## config.mk

```make
export PLATFORM = sky130hd
export DESIGN_NAME = hazard_scoreboard
export DESIGN_NICKNAME = d
export VERILOG_FILES = /design/src/rtl/haz_pkg.sv /design/src/rtl/haz_flush_fsm.sv /design/src/rtl/hazard_scoreboard.sv
export SDC_FILE = /design/constraint.sdc
export NUM_CORES = 1
export LEC_CHECK = 0
export ABC_AREA = 1
export CAP_MARGIN = 20
export CORE_UTILIZATION = 55
export CTS_CLUSTER_DIAMETER = 80
export DETAILED_ROUTE_END_ITERATION = 8
export DONT_BUFFER_PORTS = 1
export HOLD_SLACK_MARGIN = 0.05
export MAX_ROUTING_LAYER = met4
export PLACE_DENSITY = 0.7
export SYNTH_ARGS = -nofsm -noshare
export SYNTH_HDL_FRONTEND = slang
export SYNTH_HIERARCHICAL = 1
export SYNTH_SLANG_ARGS = --single-unit
```

## constraint.sdc

```tcl
create_clock -name CLK -period 2.05 [get_ports CLK]
set_clock_uncertainty 0.2 [all_clocks]
set_input_delay 0.205 -clock CLK [delete_from_list [all_inputs] [get_ports CLK]]
set_output_delay 0.205 -clock CLK [all_outputs]
set_load 0.03 [all_outputs]
```

## src/rtl/haz_pkg.sv

```systemverilog
// Shared types, opcode constants and operand-use helpers for the hazard scoreboard.
// Opcode values are the RV32I major opcodes (instruction bits [6:0]).
package haz_pkg;

  localparam logic [6:0] OPC_LUI    = 7'b0110111;
  localparam logic [6:0] OPC_AUIPC  = 7'b0010111;
  localparam logic [6:0] OPC_JAL    = 7'b1101111;
  localparam logic [6:0] OPC_JALR   = 7'b1100111;
  localparam logic [6:0] OPC_BRANCH = 7'b1100011;
  localparam logic [6:0] OPC_LOAD   = 7'b0000011;
  localparam logic [6:0] OPC_STORE  = 7'b0100011;
  localparam logic [6:0] OPC_OP_IMM = 7'b0010011;
  localparam logic [6:0] OPC_OP     = 7'b0110011;

  // Forwarding source for a decode-stage operand
  typedef enum logic [1:0] {
    FWD_REG = 2'b00,
    FWD_E   = 2'b01,
    FWD_M   = 2'b10,
    FWD_W   = 2'b11
  } fwd_sel_t;

  // Next-PC source for fetch
  typedef enum logic [1:0] {
    PC_PLUS4    = 2'b00,
    PC_JAL      = 2'b01,
    PC_REDIRECT = 2'b10
  } pc_sel_t;

  // Redirect squash state
  typedef enum logic {
    FS_IDLE     = 1'b0,
    FS_FLUSHING = 1'b1
  } flush_state_t;

  // rs1 is read by everything except the upper-immediate ops and JAL
  function automatic logic uses_rs1(input logic [6:0] op);
    return !(op == OPC_LUI || op == OPC_AUIPC || op == OPC_JAL);
  endfunction

  // rs2 is read only by register-register ALU ops, stores and branches
  function automatic logic uses_rs2(input logic [6:0] op);
    return (op == OPC_OP || op == OPC_STORE || op == OPC_BRANCH);
  endfunction

  // Every op except stores and branches writes rd (rd == x0 is filtered by the caller)
  function automatic logic is_writer(input logic [6:0] op);
    return !(op == OPC_STORE || op == OPC_BRANCH);
  endfunction

endpackage

```

## src/rtl/haz_flush_fsm.sv

```systemverilog
// Redirect squash sequencer: holds FLUSH for FLUSH_LEN cycles per redirect,
// reloading the count if another redirect arrives while already flushing.
module haz_flush_fsm #(
  parameter int FLUSH_LEN = 2
) (
  input  logic clk,
  input  logic rst_n,
  input  logic redirect_i,
  output logic flush_o
);
  import haz_pkg::*;

  // The redirect cycle itself is one flush cycle, so the counter covers the remainder
  localparam logic [2:0] RELOAD = 3'(FLUSH_LEN - 1);

  flush_state_t state_q, state_d;
  logic [2:0]   fcnt_q, fcnt_d;

  // Next-state and countdown for the squash window
  always_comb begin
    state_d = state_q;
    fcnt_d  = fcnt_q;
    case (state_q)
      FS_IDLE: begin
        if (redirect_i && (FLUSH_LEN > 1)) begin
          state_d = FS_FLUSHING;
          fcnt_d  = RELOAD;
        end
      end
      FS_FLUSHING: begin
        if (redirect_i) begin
          fcnt_d = RELOAD;
        end else begin
          fcnt_d = fcnt_q - 3'd1;
          if (fcnt_q == 3'd1) begin
            state_d = FS_IDLE;
          end
        end
      end
      default: begin
        state_d = FS_IDLE;
        fcnt_d  = 3'd0;
      end
    endcase
  end

  // State and counter registers, cleared asynchronously
  always_ff @(posedge clk or negedge rst_n) begin
    if (!rst_n) begin
      state_q <= FS_IDLE;
      fcnt_q  <= 3'd0;
    end else begin
      state_q <= state_d;
      fcnt_q  <= fcnt_d;
    end
  end

  assign flush_o = redirect_i || (state_q == FS_FLUSHING);

endmodule

```

## src/rtl/hazard_scoreboard.sv

```systemverilog
// Load-use scoreboard, E/M/W forwarding selects, redirect flush and PC select.
// Optional macro HAZ_PERF_EN adds saturating STALL_CNT / FLUSH_CNT outputs.
module hazard_scoreboard #(
  parameter int NREGS     = 32,
  parameter int AW        = 5,
  parameter int LOAD_LAT  = 2,
  parameter int FLUSH_LEN = 2
) (
  input  logic          CLK,
  input  logic          RST_N,
  input  logic [6:0]    F_OP,
  input  logic          D_VALID,
  input  logic [AW-1:0] D_ADDR1,
  input  logic [AW-1:0] D_ADDR2,
  input  logic [AW-1:0] D_WADDR,
  input  logic [6:0]    D_OP,
  input  logic [AW-1:0] E_WADDR,
  input  logic [AW-1:0] M_WADDR,
  input  logic [AW-1:0] W_WADDR,
  input  logic [6:0]    E_OP,
  input  logic [6:0]    M_OP,
  input  logic [6:0]    W_OP,
  input  logic          REDIRECT,
  output logic          STALL,
  output logic          FLUSH,
  output logic [1:0]    FWD_RS1,
  output logic [1:0]    FWD_RS2,
  output logic [1:0]    PC_SEL
`ifdef HAZ_PERF_EN
  ,
  output logic [31:0]   STALL_CNT,
  output logic [31:0]   FLUSH_CNT
`endif
);
  import haz_pkg::*;

  localparam int CW = $clog2(LOAD_LAT + 1);
  localparam logic [CW-1:0] LOAD_VAL = CW'(LOAD_LAT);

  logic [CW-1:0] cnt_q [NREGS];
  logic [CW-1:0] cnt_d [NREGS];

  logic     flush_now;
  logic     stall_now;
  logic     issue;
  logic     rs1_busy, rs2_busy;
  logic     rs1_used, rs2_used;
  logic     e_fwd_ok, m_fwd_ok, w_fwd_ok;
  fwd_sel_t fwd_rs1, fwd_rs2;
  pc_sel_t  pc_sel;

  haz_flush_fsm #(
    .FLUSH_LEN(FLUSH_LEN)
  ) u_flush (
    .clk       (CLK),
    .rst_n     (RST_N),
    .redirect_i(REDIRECT),
    .flush_o   (flush_now)
  );

  // Picks the youngest stage that can supply a value for one operand
  function automatic fwd_sel_t fwd_pick(
    input logic          used,
    input logic [AW-1:0] addr,
    input logic          e_ok,
    input logic [AW-1:0] e_addr,
    input logic          m_ok,
    input logic [AW-1:0] m_addr,
    input logic          w_ok,
    input logic [AW-1:0] w_addr
  );
    fwd_sel_t sel;
    sel = FWD_REG;
    if (used && (addr != '0)) begin
      if (e_ok && (e_addr == addr)) begin
        sel = FWD_E;
      end else if (m_ok && (m_addr == addr)) begin
        sel = FWD_M;
      end else if (w_ok && (w_addr == addr)) begin
        sel = FWD_W;
      end
    end
    return sel;
  endfunction

  // Looks up the scoreboard for both decode sources; x0 is never busy
  always_comb begin
    rs1_busy = 1'b0;
    rs2_busy = 1'b0;
    for (int i = 1; i < NREGS; i++) begin
      if ((D_ADDR1 == AW'(i)) && (cnt_q[i] != '0)) begin
        rs1_busy = 1'b1;
      end
      if ((D_ADDR2 == AW'(i)) && (cnt_q[i] != '0)) begin
        rs2_busy = 1'b1;
      end
    end
  end

  // Load-use stall, suppressed while any flush is in progress
  always_comb begin
    rs1_used  = uses_rs1(D_OP);
    rs2_used  = uses_rs2(D_OP);
    stall_now = D_VALID && !flush_now &&
                ((rs1_used && rs1_busy) || (rs2_used && rs2_busy));
    issue     = D_VALID && !stall_now && !flush_now;
  end

  // Countdown per register; a new load issue overrides the decrement
  always_comb begin
    for (int i = 0; i < NREGS; i++) begin
      cnt_d[i] = (cnt_q[i] != '0) ? (cnt_q[i] - CW'(1)) : '0;
    end
    cnt_d[0] = '0;
    for (int i = 1; i < NREGS; i++) begin
      if (issue && (D_OP == OPC_LOAD) && (D_WADDR == AW'(i))) begin
        cnt_d[i] = LOAD_VAL;
      end
    end
  end

  // Scoreboard registers, cleared asynchronously
  always_ff @(posedge CLK or negedge RST_N) begin
    if (!RST_N) begin
      for (int i = 0; i < NREGS; i++) begin
        cnt_q[i] <= '0;
      end
    end else begin
      for (int i = 0; i < NREGS; i++) begin
        cnt_q[i] <= cnt_d[i];
      end
    end
  end

  // Forwarding selects: load data only becomes available in W
  always_comb begin
    e_fwd_ok = is_writer(E_OP) && (E_OP != OPC_LOAD) && (E_WADDR != '0);
    m_fwd_ok = is_writer(M_OP) && (M_OP != OPC_LOAD) && (M_WADDR != '0);
    w_fwd_ok = is_writer(W_OP) && (W_WADDR != '0);
    fwd_rs1  = fwd_pick(rs1_used, D_ADDR1, e_fwd_ok, E_WADDR, m_fwd_ok, M_WADDR,
                        w_fwd_ok, W_WADDR);
    fwd_rs2  = fwd_pick(rs2_used, D_ADDR2, e_fwd_ok, E_WADDR, m_fwd_ok, M_WADDR,
                        w_fwd_ok, W_WADDR);
  end

  // Next-PC select: redirect beats a JAL in fetch, which only steers when F is live
  always_comb begin
    pc_sel = PC_PLUS4;
    if (REDIRECT) begin
      pc_sel = PC_REDIRECT;
    end else if ((F_OP == OPC_JAL) && !flush_now && !stall_now) begin
      pc_sel = PC_JAL;
    end
  end

  assign STALL   = stall_now;
  assign FLUSH   = flush_now;
  assign FWD_RS1 = fwd_rs1;
  assign FWD_RS2 = fwd_rs2;
  assign PC_SEL  = pc_sel;

`ifdef HAZ_PERF_EN
  logic [31:0] stall_cnt_q, stall_cnt_d;
  logic [31:0] flush_cnt_q, flush_cnt_d;

  // Saturating event counters for stall and flush cycles
  always_comb begin
    stall_cnt_d = stall_cnt_q;
    flush_cnt_d = flush_cnt_q;
    if (stall_now && (stall_cnt_q != '1)) begin
      stall_cnt_d = stall_cnt_q + 32'd1;
    end
    if (flush_now && (flush_cnt_q != '1)) begin
      flush_cnt_d = flush_cnt_q + 32'd1;
    end
  end

  // Counter registers, cleared asynchronously
  always_ff @(posedge CLK or negedge RST_N) begin
    if (!RST_N) begin
      stall_cnt_q <= 32'd0;
      flush_cnt_q <= 32'd0;
    end else begin
      stall_cnt_q <= stall_cnt_d;
      flush_cnt_q <= flush_cnt_d;
    end
  end

  assign STALL_CNT = stall_cnt_q;
  assign FLUSH_CNT = flush_cnt_q;
`endif

endmodule

```

After elaboration in Yosys (flattened, before gate mapping)
Cells that the tools add are included.
{"block": "totals", "ff_bits": 66, "latchBits": 0, "ram_bits": 0, "romBits": 0, "input_bits": 69, "elab_cells": 490, "n_memories": 0}
{"block": "op_classes", "addsub": 32, "mul": 0, "n_div": 0, "n_lt_le_gt_ge": 0, "n_eq_ne": 117, "shifts": 0, "n_mux": 141, "bitwise_logic": 1, "reduce_logical": 166}
{"cell": "equality test 5 bit, second input constant", "n": 48}
{"cell": "two-way mux 2 bit", "n": 71}
{"cell": "equality test 5 x 4 -> 1 bit, second input constant", "n": 24}
{"cell": "logical AND 1 bit", "n": 115}
{"cell": "two-way mux 1 bit", "n": 66}
{"cell": "nonzero test 2 bit", "n": 31}
{"cell": "subtractor 2 x 1 -> 2 bit, second input constant", "n": 31}
{"cell": "equality test 5 x 3 -> 1 bit, second input constant", "n": 12}
{"cell": "equality test 7 x 6 -> 1 bit, second input constant", "n": 6}
{"cell": "equality test 7 bit, second input constant", "n": 6}
{"cell": "equality test 5 x 2 -> 1 bit, second input constant", "n": 6}
{"cell": "equality test 5 bit", "n": 6}
{"cell": "nonzero test 5 bit", "n": 5}
{"cell": "equality test 5 x 1 -> 1 bit, second input constant", "n": 3}
{"cell": "!= test 7 x 2 -> 1 bit, second input constant", "n": 2}
{"cell": "logical OR 1 bit", "n": 9}
{"cell": "equality test 7 x 2 -> 1 bit, second input constant", "n": 1}
{"cell": "equality test 7 x 5 -> 1 bit, second input constant", "n": 1}
{"cell": "logical NOT 1 bit", "n": 6}
{"cell": "two-way mux 3 bit", "n": 2}
{"cell": "case mux 3 bit (2 select lines)", "n": 1}
{"cell": "equality test 3 x 1 -> 1 bit, second input constant", "n": 1}
{"cell": "subtractor 3 x 1 -> 3 bit, second input constant", "n": 1}
{"cell": "!= test 2 bit, second input constant", "n": 1}
{"cell": "2 further kinds", "n": 2}

Logic depth before layout (Yosys ltp)
Gate-level depths: netlist of run 1.
{"block": "logic_depth", "depth_word": 42, "mapped_depth": 15}

Modules after synthesis
Netlist of run 1, hierarchy kept.
{"module": "hazard_scoreboard", "instances": 1, "cells_per_inst": 630, "area_each_um2": 4366.7, "seq_area_each_um2": 1551.5}
{"module": "haz_flush_fsm", "instances": 1, "cells_per_inst": 25, "area_each_um2": 212.7, "seq_area_each_um2": 100.1}

Least setup slack after synthesis of run 1
Ideal clock, no wire load.
{"block": "synth_timing", "kind": "input-to-output", "start": "input D_ADDR2[1]", "end": "output PC_SEL[0]", "arrival_time_ns": 2.097, "t_required_ns": 1.645, "slack_ns": -0.452, "cell_stages": 13, "path_buffers": 1, "cell_sequence": "buf_6 -> inv_4 -> nand2_4 -> nor2_1 -> nand2_1 -> nand2_1 -> nor2_1 -> nand2_1 -> nor2_1 -> nor2_1 -> nand2_2 -> a21boi_0 -> nor2_1"}
{"block": "synth_via", "elab_chain_len": 40, "elab_cells_between_ends": 100}
{"element": "start, declared", "line": "hazard_scoreboard.sv:14", "text": "input logic [AW-1:0] D_ADDR2,"}
{"element": "equality test 5 x 1 -> 1 bit", "line": "hazard_scoreboard.sv:94", "text": "if ((D_ADDR2 == AW'(i)) && (cnt_q[i] != '0)) begin"}
{"element": "logical AND 1 bit", "line": "hazard_scoreboard.sv:94"}
{"element": "two-way mux 1 bit (30 in series)", "line": "hazard_scoreboard.sv:94"}
{"element": "two-way mux 1 bit (*)", "line": "hazard_scoreboard.sv:94"}
{"element": "logical AND 1 bit (*)", "line": "hazard_scoreboard.sv:105", "text": "((rs1_used && rs1_busy) || (rs2_used && rs2_busy));"}
{"element": "logical OR 1 bit (*)", "line": "hazard_scoreboard.sv:105"}
{"element": "logical AND 1 bit (*)", "line": "hazard_scoreboard.sv:104", "text": "stall_now = D_VALID && !flush_now &&"}
{"element": "named net STALL", "line": "hazard_scoreboard.sv:24", "text": "output logic STALL,"}
{"element": "logical NOT 1 bit (*)", "line": "hazard_scoreboard.sv:151", "text": "end else if ((F_OP == OPC_JAL) && !flush_now && !stall_now) begin"}
{"element": "logical AND 1 bit (*)", "line": "hazard_scoreboard.sv:151"}
{"element": "two-way mux 1 bit (*)", "line": "hazard_scoreboard.sv:151"}
{"element": "two-way mux 2 bit (*)", "line": "hazard_scoreboard.sv:149", "text": "if (REDIRECT) begin"}
{"element": "end, declared", "line": "hazard_scoreboard.sv:28", "text": "output logic [1:0] PC_SEL"}
The timed path passes the listed nets; every way through them passes the cells marked *.

Worst setup path after layout of run 1
{"block": "layout_timing", "start": "register cnt_q[8] (netlist name)", "end": "output PC_SEL[0]"}
{"block": "layout_via", "elab_chain_len": 14, "elab_cells_between_ends": 21}
{"element": "start, declared", "line": "hazard_scoreboard.sv:40", "text": "logic [CW-1:0] cnt_q [NREGS];"}
{"element": "start signal, assigned by index", "line": "hazard_scoreboard.sv:130", "text": "cnt_q[i] <= cnt_d[i];"}
{"element": "nonzero test 2 bit (*)", "line": "hazard_scoreboard.sv:91, hazard_scoreboard.sv:94"}
{"element": "logical AND 1 bit, on equally long branches", "line": "hazard_scoreboard.sv:91, hazard_scoreboard.sv:94"}
{"element": "two-way mux 1 bit, on equally long branches (5 in series)", "line": "hazard_scoreboard.sv:91, hazard_scoreboard.sv:94"}
{"element": "logical AND 1 bit", "line": "hazard_scoreboard.sv:105"}
{"element": "logical OR 1 bit (*)", "line": "hazard_scoreboard.sv:105"}
{"element": "logical AND 1 bit (*)", "line": "hazard_scoreboard.sv:104"}
{"element": "logical NOT 1 bit (*)", "line": "hazard_scoreboard.sv:151"}
{"element": "logical AND 1 bit (*)", "line": "hazard_scoreboard.sv:151"}
{"element": "two-way mux 1 bit (*)", "line": "hazard_scoreboard.sv:151"}
{"element": "two-way mux 2 bit (*)", "line": "hazard_scoreboard.sv:149"}
Mark *: on every way between the ends. The rest lies on a longest branch, timed or not.

==> flow_summary.toml, run 1 <==
[die]
dieArea_um2 = 8695
core_area_um2 = 7888
initial_utilization = 0.5806
rows = 32
die_x_um = 93.25
pin_count = 77
die_y_um = 93.25

[finish]
fill_cells = 661
syn_to_final_growth_pct = 22.92
final_area_um2 = 5629
seq_area_um2 = 1652
nNetsFinal = 786
fin_cells = 822
multi_input_area_um2 = 2618
drive_above_1_share = 0.2542
finish.utilization = 0.7137
antenna_cells = 0

[clocking]
clock_path_buffers = 2
clk_pin_slew_worst_paths_ns = 0.09
cts_root_buf = "clkbuf_8"
cts_buffers = 9
clock-sinks = 66
htree_num_levels = 3
cts_tree = "done"
clk_latency_ns = 0.36

[logic_synthesis]
postSynthNetCount = 726
synth-seq-area-share = 0.3607
synth_simple_gate_area_share = 0.3915
syn_area_um2 = 4579
synth_top_family_by_area = "simple AND/OR/NAND/NOR gates"
synth_mux_area_frac = 0
yosysWarnings = 6
synth_adder_area_share = 0.005464
synth_edf_count = 0
async_flop_share = 1.000
avgSynthCellArea_um2 = 6.991
synthXorXnorAreaFrac = 0.05738
synthFlopType = "dfrtp_1"
synthCells = 655
synth_cell_types = 37
synth_compound_area_frac = 0.07951
synth-seq-cells = 66

[detailed_routing]
vias = 4381
first_pass_iters = 6
wl_um = 12540
postRouteAntennaNets = 0
dr.first_iter.drc_count = 229
via_per_inst = 5.330
routedWlPerCell_um = 15.26
drcViolationCount = 0

[critical_path]
cp.arrival_ns = 1.97
crit_chain = "or2_4 > nand2_2 > nand2_1 > nor2_1 > nand2_1 > nor2_1 > nand2_1 > nand2_2 > buf_6 > a21boi_4 > nor2_2 > buf_6"
cp-start-kind = "register"
slowest_stage = "dfrtp_1"
crit_type = "reg2out"
path_max_fanout = 2
cp_slowest_stage_delay_ns = 0.39
cpMostUsedCell = "nand2_1"
crit_path_end_kind = "output pin"
cp.required_ns = 1.64

[run_status]
status = "finished, violations left"
violations = "setup timing"

[placement]
preCtsSetupSlack_ns = -0.09932
dp_cells = 779
routabilityCongestion = 0.9184
io_buffers = 0
dpl_cell_area_um2 = 4870
dpl.hpwl_um = 8487

[sta]
drv_slew = 0
max_slew.worst_pin.slew_ns = 0.7046
finalSetupTns_ns = -9.655
rsz0062_at_grt = "true"
worst_slack_ns = -0.3279
hold-worst-slack_ns = 0.05689
hold_violations = 0
period_share = 1.160
setup_viol = 63
max_freq_ghz = 0.4205
relSlewSlack = 0.5287
finalCriticalPeriod_ns = 2.378

[power]
irDropWorstVdd_v = 0.0004943
power_density_nw_per_um2 = 538.0
power.total_mw = 3.029
leakage_nw = 2.696

[worst_hold_path]
min_path_type = "in2reg"

[grt]
track_usage = 0.3176
grt_max_degree = 67
antenna_found_initial = 0
grt-ovfl-total = 0
grt_pass1_wl_um = 20090
grt_pass1_vias = 4308

[job]
cap_violations = 0
-- cell usage in the layout, fill, tap and decap left out, types with 2 or more instances in the layout --
cell	netlist	layout
nand3_2	0	2
buf_12	0	4
inv_1	71	71
bufinv_16	0	2
buf_16	0	5
nor2_2	4	17
o21ai_1	5	6
nor4_1	7	7
dlygate4sd3_1	0	8
nand2_4	2	2
clkbuf_8	0	9
nor2_4	3	6
inv_2	7	7
xnor2_1	5	5
inv_6	0	2
ha_1	2	2
a21oi_1	5	5
nand3_4	1	2
nor3_1	7	6
buf_4	1	43
nand2_2	8	23
o21ai_0	5	3
o211ai_1	3	3
nand3_1	66	64
o21ai_2	25	26
dfrtp_1	66	66
nand4_1	2	2
or2_2	18	5
nand2_1	169	154
or2_4	0	13
nor2_1	117	101
xor2_1	25	25
buf_6	14	8
-- cell usage after synthesis (all sizes together) (7+ instances only) --
master	n	share of area
nand2	179	0.15
nor2	124	0.11
inv	79	0.065
nand3	67	0.076
dfrtp	66	0.36
o21ai	35	0.059
xor2	25	0.048
or2	18	0.025
buf	15	0.036
nor3	7	0.0076
nor4	7	0.0096
-- layer usage --
layer / GRT usage / share of wire
met2: 0.5496 / 0.50
met3: 0.05122 / 0.050
met1: 0.3722 / 0.43
met5: - / 0
met4: 0.1192 / 0.023
-- report_power, final --
part,switching (mW),leakage (nW),total (mW),internal [mW]
Sequential,0.0302,0.915,1.37,1.34
Clock,0.546,0.110,1.24,0.692
Combinational,0.266,1.67,0.422,0.156
-- path summary, 6_finish.rpt --
kind | start | end | slack, ns | cells past startpoint
worst min register to register | cnt_q[34] | cnt_q[35] | 0.28 | 2
worst max register to register | cnt_q[8] | cnt_q[34] | -0.24 | 14
min in group asynchronous | RST_N | cnt_q[13] | 0.23 | 2
max in group asynchronous | RST_N | cnt_q[26] | 1.16 | 2
worst min-delay path | D_WADDR[0] | cnt_q[57] | 0.06 | 4
worst max-delay path | cnt_q[8] | PC_SEL[0] | -0.33 | 12
-- critical path: cells and delay by family (launching register included) --
family | cells | cell delay [ns]
and+or+nand+nor | 9 | 0.95
buffers and inverters | 2 | 0.23
AOI/OAI and AO/OA | 1 | 0.05
DFF | 1 | 0.39
-- what timing repair did --
action | in CTS | in global routing
pin swaps | 20 | 22
gates cloned | 6 | 0
gates resized for setup | 40 | 28
buffers inserted | 11 | 4
endpoints found under the hold margin | 115 | 0
setup endpoints to repair | 64 | 64
hold buffers | 9 | 0
-- final cells by class --
| cell class | instances | share of cell area |
|---|---|---|
| Clock buffer | 9 | 0.02200 |
| Clock inverter | 7 | 0.01756 |
| Inverter | 79 | 0.05312 |
| Multi-Input combinational cell | 491 | 0.4650 |
| Sequential cell | 66 | 0.2934 |
| Tap cell | 102 | 0.02267 |
| Timing Repair Buffer | 68 | 0.1263 |
-- flip-flops by register name, indices dropped and copies added, names as in the netlist --
| signal | count |
|---|---|
| cnt_q | 62 |
| u_flush/fcnt_q | 3 |
| u_flush/state_q | 1 |
-- cells by family (layout without fill, tap and decap cells) --
kind of cell	Yosys count	in the layout
flip-flops	66	66
AO/OA/AOI/OAI	49	49
adder cells (fa/ha/maj)	2	2
AND/OR/NAND/NOR	409	410
XOR/XNOR	30	30
buffers and inverters	99	163
No activity file was read; power rests on OpenSTA's default activity.
==> inputs of run 2 (changes only) <==
--- a/config.mk
+++ b/config.mk
@@ -8,12 +8,13 @@
 export ABC_AREA = 1
 export CAP_MARGIN = 20
 export CORE_UTILIZATION = 55
+export CTS_BUF_LIST = sky130_fd_sc_hd__clkbuf_4
 export CTS_CLUSTER_DIAMETER = 80
 export DETAILED_ROUTE_END_ITERATION = 8
 export DONT_BUFFER_PORTS = 1
 export HOLD_SLACK_MARGIN = 0.05
 export MAX_ROUTING_LAYER = met4
-export PLACE_DENSITY = 0.7
+export PLACE_DENSITY = 0.73
 export SYNTH_ARGS = -nofsm -noshare
 export SYNTH_HDL_FRONTEND = slang
 export SYNTH_HIERARCHICAL = 1
==> constraint.sdc (replaced) <==
create_clock -name CLK -period 2.09 [get_ports CLK]
set_clock_uncertainty 0.2 [all_clocks]
set_input_delay 0.209 -clock CLK [delete_from_list [all_inputs] [get_ports CLK]]
set_output_delay 0.209 -clock CLK [all_outputs]
set_load 0.03 [all_outputs]
==> run 2 against run 1 <==
Critical path type unchanged; the run still ends with setup timing left; largest power group unchanged; global-route usage is 0.88 points lower; non-clock buffer count is 14 lower; clock power is 30% lower; total power is 14% lower; die area stayed put.
==> flow_summary.toml, run 2 (synthesized netlist as in run 1, its figures left out) <==
[power]
irDropWorstVdd_v = 0.0004032
power_density_nw_per_um2 = 474.8
leakage_nw = 2.593

[critical_path]
cp.required_ns = 1.68
cpMostUsedCell = "nand2_1"
r2r-start = "cnt_q[41]"
path_max_fanout = 2
slowest_stage = "dfrtp_1"
cp-start-kind = "register"
cp.buffers_inverters = 1
cp_slowest_stage_delay_ns = 0.39
cp.arrival_ns = 1.98
crit_path_end_kind = "output pin"
crit_type = "reg2out"
crit_chain = "or2_4 > nand2_1 > nand2_1 > nor2_1 > nand2_1 > nor2_2 > nor2_1 > nand2_2 > a21boi_2 > nor2_2 > buf_6"
critPathTopFamily = "simple AND/OR/NAND/NOR gates"
r2r-end = "cnt_q[18]"
ff2ff_path_depth = 14
rrSetupSlack_ns = -0.26

[clocking]
cts_buffers = 9
cts_root_buf = "clkbuf_4"
clk_latency_ns = 0.43
clock_path_buffers = 2
clk_pin_slew_worst_paths_ns = 0.13
clock-sinks = 66
cts_tree = "done"
htree_num_levels = 3

[sta]
hold_violations = 0
rsz0062_at_grt = "true"
finalSetupTns_ns = -12.15
max_slew.worst_pin.slew_ns = 0.7421
setup_viol = 64
drv_slew = 0
worst_slack_ns = -0.2976
period_share = 1.142
relSlewSlack = 0.5036
max_freq_ghz = 0.4188
finalCriticalPeriod_ns = 2.388

[worst_hold_path]
worst_hold_path.endpoint = "cnt_q[61]"
whs_path_depth = 3
min_path_type = "in2reg"
min_from = "D_WADDR[4]"

[finish]
largest_reg_flops = 62
antenna_cells = 0
drive_above_1_share = 0.2426
top_register = "cnt_q"
largestRegisters = "cnt_q: 62 flops, u_flush/fcnt_q: 3 flops, u_flush/state_q: 1 flops"
layout_commonest_cell = "nand2_1"
syn_to_final_growth_pct = 20.00
nNetsFinal = 771
most-common-layout-cells = "166 x nand2_1, 86 x nor2_1, 71 x inv_1"

[grt]
grt_pass1_vias = 4095
grt-ovfl-total = 0
antenna_found_initial = 0
track_usage = 0.3087
grt_pass1_wl_um = 19460
grt_max_degree = 67

[detailed_routing]
first_pass_iters = 5
dr.first_iter.drc_count = 257
drcViolationCount = 0
wl_um = 13130
routedWlPerCell_um = 16.27
postRouteAntennaNets = 0
vias = 4471
via_per_inst = 5.540

[die]
die_x_um = 93.25
rows = 32
core_area_um2 = 7888
die_y_um = 93.25
initial_utilization = 0.5806
dieArea_um2 = 8695
pin_count = 77

[placement]
io_buffers = 0
routabilityCongestion = 0.9272
dpl.hpwl_um = 8349
preCtsSetupSlack_ns = -0.02113

[job]
cap_violations = 0

[run_status]
violations = "setup timing"
status = "finished, violations left"
## run 2: cell types whose count changed in the layout (fill, tap and decap cells not counted), sizes merged
cell | before | now
buf | 60 | 42
dlygate4sd3 | 8 | 10
nand3 | 68 | 67
clkinv | 2 | 4
clkbuf | 9 | 11
inv | 81 | 80
bufinv | 2 | 1
## run 2: through the flow
step	hold slack [ns]	instance area (µm²)	power, mW	util	instances
final	0.1147	5495	2.609	0.6967	807
after global routing	0.1449	5495	2.705	0.6967	807
after CTS	0.09326	5310	2.602	0.6732	800
after detailed placement	-0.2851	4700	1.705	0.5958	758
after global placement	-0.2853	4700	1.695	0.5958	758
after floorplan	-0.2866	4586	1.677	-	655
## run 2: worst max path at each step
stage / from / endpoint / slack, ns / cells after the start
floorplan: D_ADDR2[4] / FWD_RS2[0] / 0.02 / 7
global placement: cnt_q[36] / cnt_q[12] / -0.004 / 12
detailed placement: cnt_q[36] / cnt_q[22] / -0.02 / 12
CTS: cnt_q[51] / PC_SEL[0] / -0.29 / 11
global route: cnt_q[51] / PC_SEL[0] / -0.41 / 11
finish: cnt_q[41] / PC_SEL[0] / -0.30 / 11
## run 2: layout make-up
cell class              instances  area [µm²]
clock buffers                   9       67.56
clock inverters                 7       68.82
fillers                       651        2392
inverters                      79       299.0
multi-input cells             490        2644
flip-flops and latches         66        1652
well taps                     102       127.6
repair buffers                 54       636.9
## run 2: repair_timing
action                                  4_1_cts  5_1_grt
buffers inserted                             10        5
hold buffers                                 11        0
endpoints found under the setup margin       27       64
pin swaps                                     9        6
resized for setup                            54       29
endpoints found under the hold margin       126        0
cloned                                        5        3
## run 2: per-layer routing
layer,vias up,GRT usage,share of wire
li1,2136,-,-
met1,2070,0.3767,0.41
met2,220,0.5202,0.48
met3,45,0.04553,0.079
met4,0,0.1167,0.032
met5,-,-,0
## run 2: worst min-delay path, cell delays in order
cell     delay (ns)
inv_1          0.23
nand3_1        0.23
o21ai_2        0.05
## run 2: power breakdown
part | total, mW | internal [mW] | switching, mW
Combinational | 0.404 | 0.146 | 0.258
Clock | 0.865 | 0.362 | 0.503
Sequential | 1.34 | 1.31 | 0.0284
Total | 2.61 | 1.82 | 0.789
==> inputs of run 3 (changes only) <==
--- a/config.mk
+++ b/config.mk
@@ -7,14 +7,14 @@
 export LEC_CHECK = 0
 export ABC_AREA = 1
 export CAP_MARGIN = 20
-export CORE_UTILIZATION = 55
+export CORE_UTILIZATION = 60
 export CTS_BUF_LIST = sky130_fd_sc_hd__clkbuf_4
 export CTS_CLUSTER_DIAMETER = 80
 export DETAILED_ROUTE_END_ITERATION = 8
 export DONT_BUFFER_PORTS = 1
 export HOLD_SLACK_MARGIN = 0.05
 export MAX_ROUTING_LAYER = met4
-export PLACE_DENSITY = 0.73
+export PLACE_DENSITY = 0.79
 export SYNTH_ARGS = -nofsm -noshare
 export SYNTH_HDL_FRONTEND = slang
 export SYNTH_HIERARCHICAL = 1
==> run 3 against run 2 <==
Via count up 0.40%; final area up 0.25%; worst hold slack worse by 0.034 ns; clock power up 3.5%; combinational power up 2%; highest routed layer unchanged; sequential power about the same; the flow still finishes with violations (setup timing).
==> flow_summary.toml, run 3 (synthesized netlist as in run 1, its figures left out) <==
[run_status]
status = "finished, violations left"
violations = "setup timing"

[detailed_routing]
via_per_inst = 5.583
routedWlPerCell_um = 17.17
dr.first_iter.drc_count = 341
vias = 4489
first_pass_iters = 5
drcViolationCount = 0
wl_um = 13810
postRouteAntennaNets = 0

[power]
leakage_nw = 2.582
irDropWorstVdd_v = 0.0004552
power.total_mw = 2.647
power_density_nw_per_um2 = 480.5

[critical_path]
r2r-end = "cnt_q[38]"
cp.required_ns = 1.68
path_max_fanout = 3
crit_path_end_kind = "output pin"
r2r-start = "cnt_q[23]"
crit_type = "reg2out"
cp-start-kind = "register"
cp-startpoint = "cnt_q[23]"
rrSetupSlack_ns = -0.24
endpoint = "PC_SEL[0]"
cp.arrival_ns = 2.06
ff2ff_path_depth = 13

[placement]
dp_cells = 760
routabilityCongestion = 0.8797
io_buffers = 0
dpl.hpwl_um = 8274

[die]
die_x_um = 89.37
pin_count = 77
die_y_um = 89.37
dieArea_um2 = 7986
rows = 31
core_area_um2 = 7331
initial_utilization = 0.6247

[sta]
relSlewSlack = 0.4836
period_share = 1.184
drv_slew = 0
finalCriticalPeriod_ns = 2.474
max_freq_ghz = 0.4042
worst_slack_ns = -0.3840
max_slew.worst_pin.slew_ns = 0.7717
rsz0062_at_grt = "true"
hold_violations = 0
setup_viol = 64

[clocking]
clock-sinks = 66
clk_pin_slew_worst_paths_ns = 0.14
clock_path_buffers = 2
clk_latency_ns = 0.44
cts_buffers = 9
cts_root_buf = "clkbuf_4"
cts_tree = "done"
htree_num_levels = 3

[finish]
most-common-layout-cells = "164 x nand2_1, 77 x nor2_1, 71 x inv_1"
antenna_cells = 0
drive_above_1_share = 0.2553
fin_cells = 804
fill_cells = 561
finish.utilization = 0.7515
largestRegisters = "cnt_q: 62 flops, u_flush/fcnt_q: 3 flops, u_flush/state_q: 1 flops"
layout_commonest_cell = "nand2_1"
top_register = "cnt_q"
nNetsFinal = 771
largest_reg_flops = 62
syn_to_final_growth_pct = 20.30

[grt]
met3_usage = 0.05910
grt_max_degree = 67
grt-ovfl-total = 0
met1_usage = 0.3789
grt_pass1_vias = 3836
track_usage = 0.3156
grt_busiest_layer = "met2"
grt_pass1_wl_um = 17910
met2_usage = 0.5385
antenna_found_initial = 0

[job]
cap_violations = 0

[worst_hold_path]
min_path_type = "in2reg"
whs_path_depth = 4
-- run 3: changes by cell type in the layout (fill, tap and decap cells not counted), sizes merged --
cell      previous run  this run
clkinv               4         2
buf                 42        39
clkinvlp             1         2
inv                 80        79
nand3               67        68
clkbuf              11        15
-- run 3: metal layers --
layer	up-vias	part of all wire	wire length, µm
met5	-	0	0
met4	0	0.035	486
met3	42	0.078	1073
met2	229	0.49	6824
met1	2080	0.39	5420
li1	2138	-	-
-- run 3: final cells by class --
cell class / count / area [µm²] / share of cell area
Multi-Input combinational cell: 491 / 2736 / 0.4967
Sequential cell: 66 / 1652 / 0.2998
Timing Repair Buffer: 53 / 560.5 / 0.1017
Inverter: 79 / 299.0 / 0.05428
Tap cell: 99 / 123.9 / 0.02248
Clock buffer: 11 / 82.58 / 0.01499
Clock inverter: 5 / 55.05 / 0.009993
-- run 3: repair_timing --
action | CTS | global route
cloned | 0 | 8
hold endpoints to repair | 126 | 0
setup buffers | 7 | 2
pin swaps | 12 | 9
setup endpoints to repair | 37 | 60
hold buffers | 11 | 0
gates resized for setup | 17 | 73
-- run 3: worst min-delay path by stage --
stage	startpoint	end	slack, ns
after global routing	D_WADDR[2]	cnt_q[39]	0.09
after global placement	RST_N	cnt_q[18]	-0.29
after detailed placement	RST_N	cnt_q[19]	-0.29
final	D_WADDR[2]	cnt_q[39]	0.08
after floorplan	RST_N	cnt_q[0]	-0.29
after CTS	D_WADDR[2]	cnt_q[39]	0.05
-- run 3: power by group --
| group | leakage [nW] | switching (mW) | total, mW | internal [mW] |
|---|---|---|---|---|
| clock network | 0.0729 | 0.508 | 0.895 | 0.387 |
| logic | 1.59 | 0.265 | 0.413 | 0.148 |
| registers | 0.915 | 0.0271 | 1.34 | 1.31 |
| total | 2.58 | 0.800 | 2.65 | 1.85 |
-- run 3: through the flow --
step	setup WS (ns)	hold WS, ns	setup TNS, ns	area [µm²]
floorplan	0.02363	-0.2866	0	4586
global placement	-0.02243	-0.2854	-0.3271	4733
detailed placement	-0.05779	-0.2857	-0.7550	4733
CTS	-0.3198	0.05404	-0.5603	5095
global route	-0.5034	0.09136	-14.12	5509
finish	-0.3840	0.08023	-9.627	5509
-- run 3: critical path, cell delays in order, from the launching register on --
cell	delay, ns
dfrtp_1	0.42
or2_4	0.25
nand3_1	0.08
nand2_1	0.06
nor2_1	0.10
nand2_1	0.09
nor2_2	0.15
nand2_2	0.08
nand2_4	0.10
a21boi_2	0.07
nor2_2	0.09
buf_6	0.13
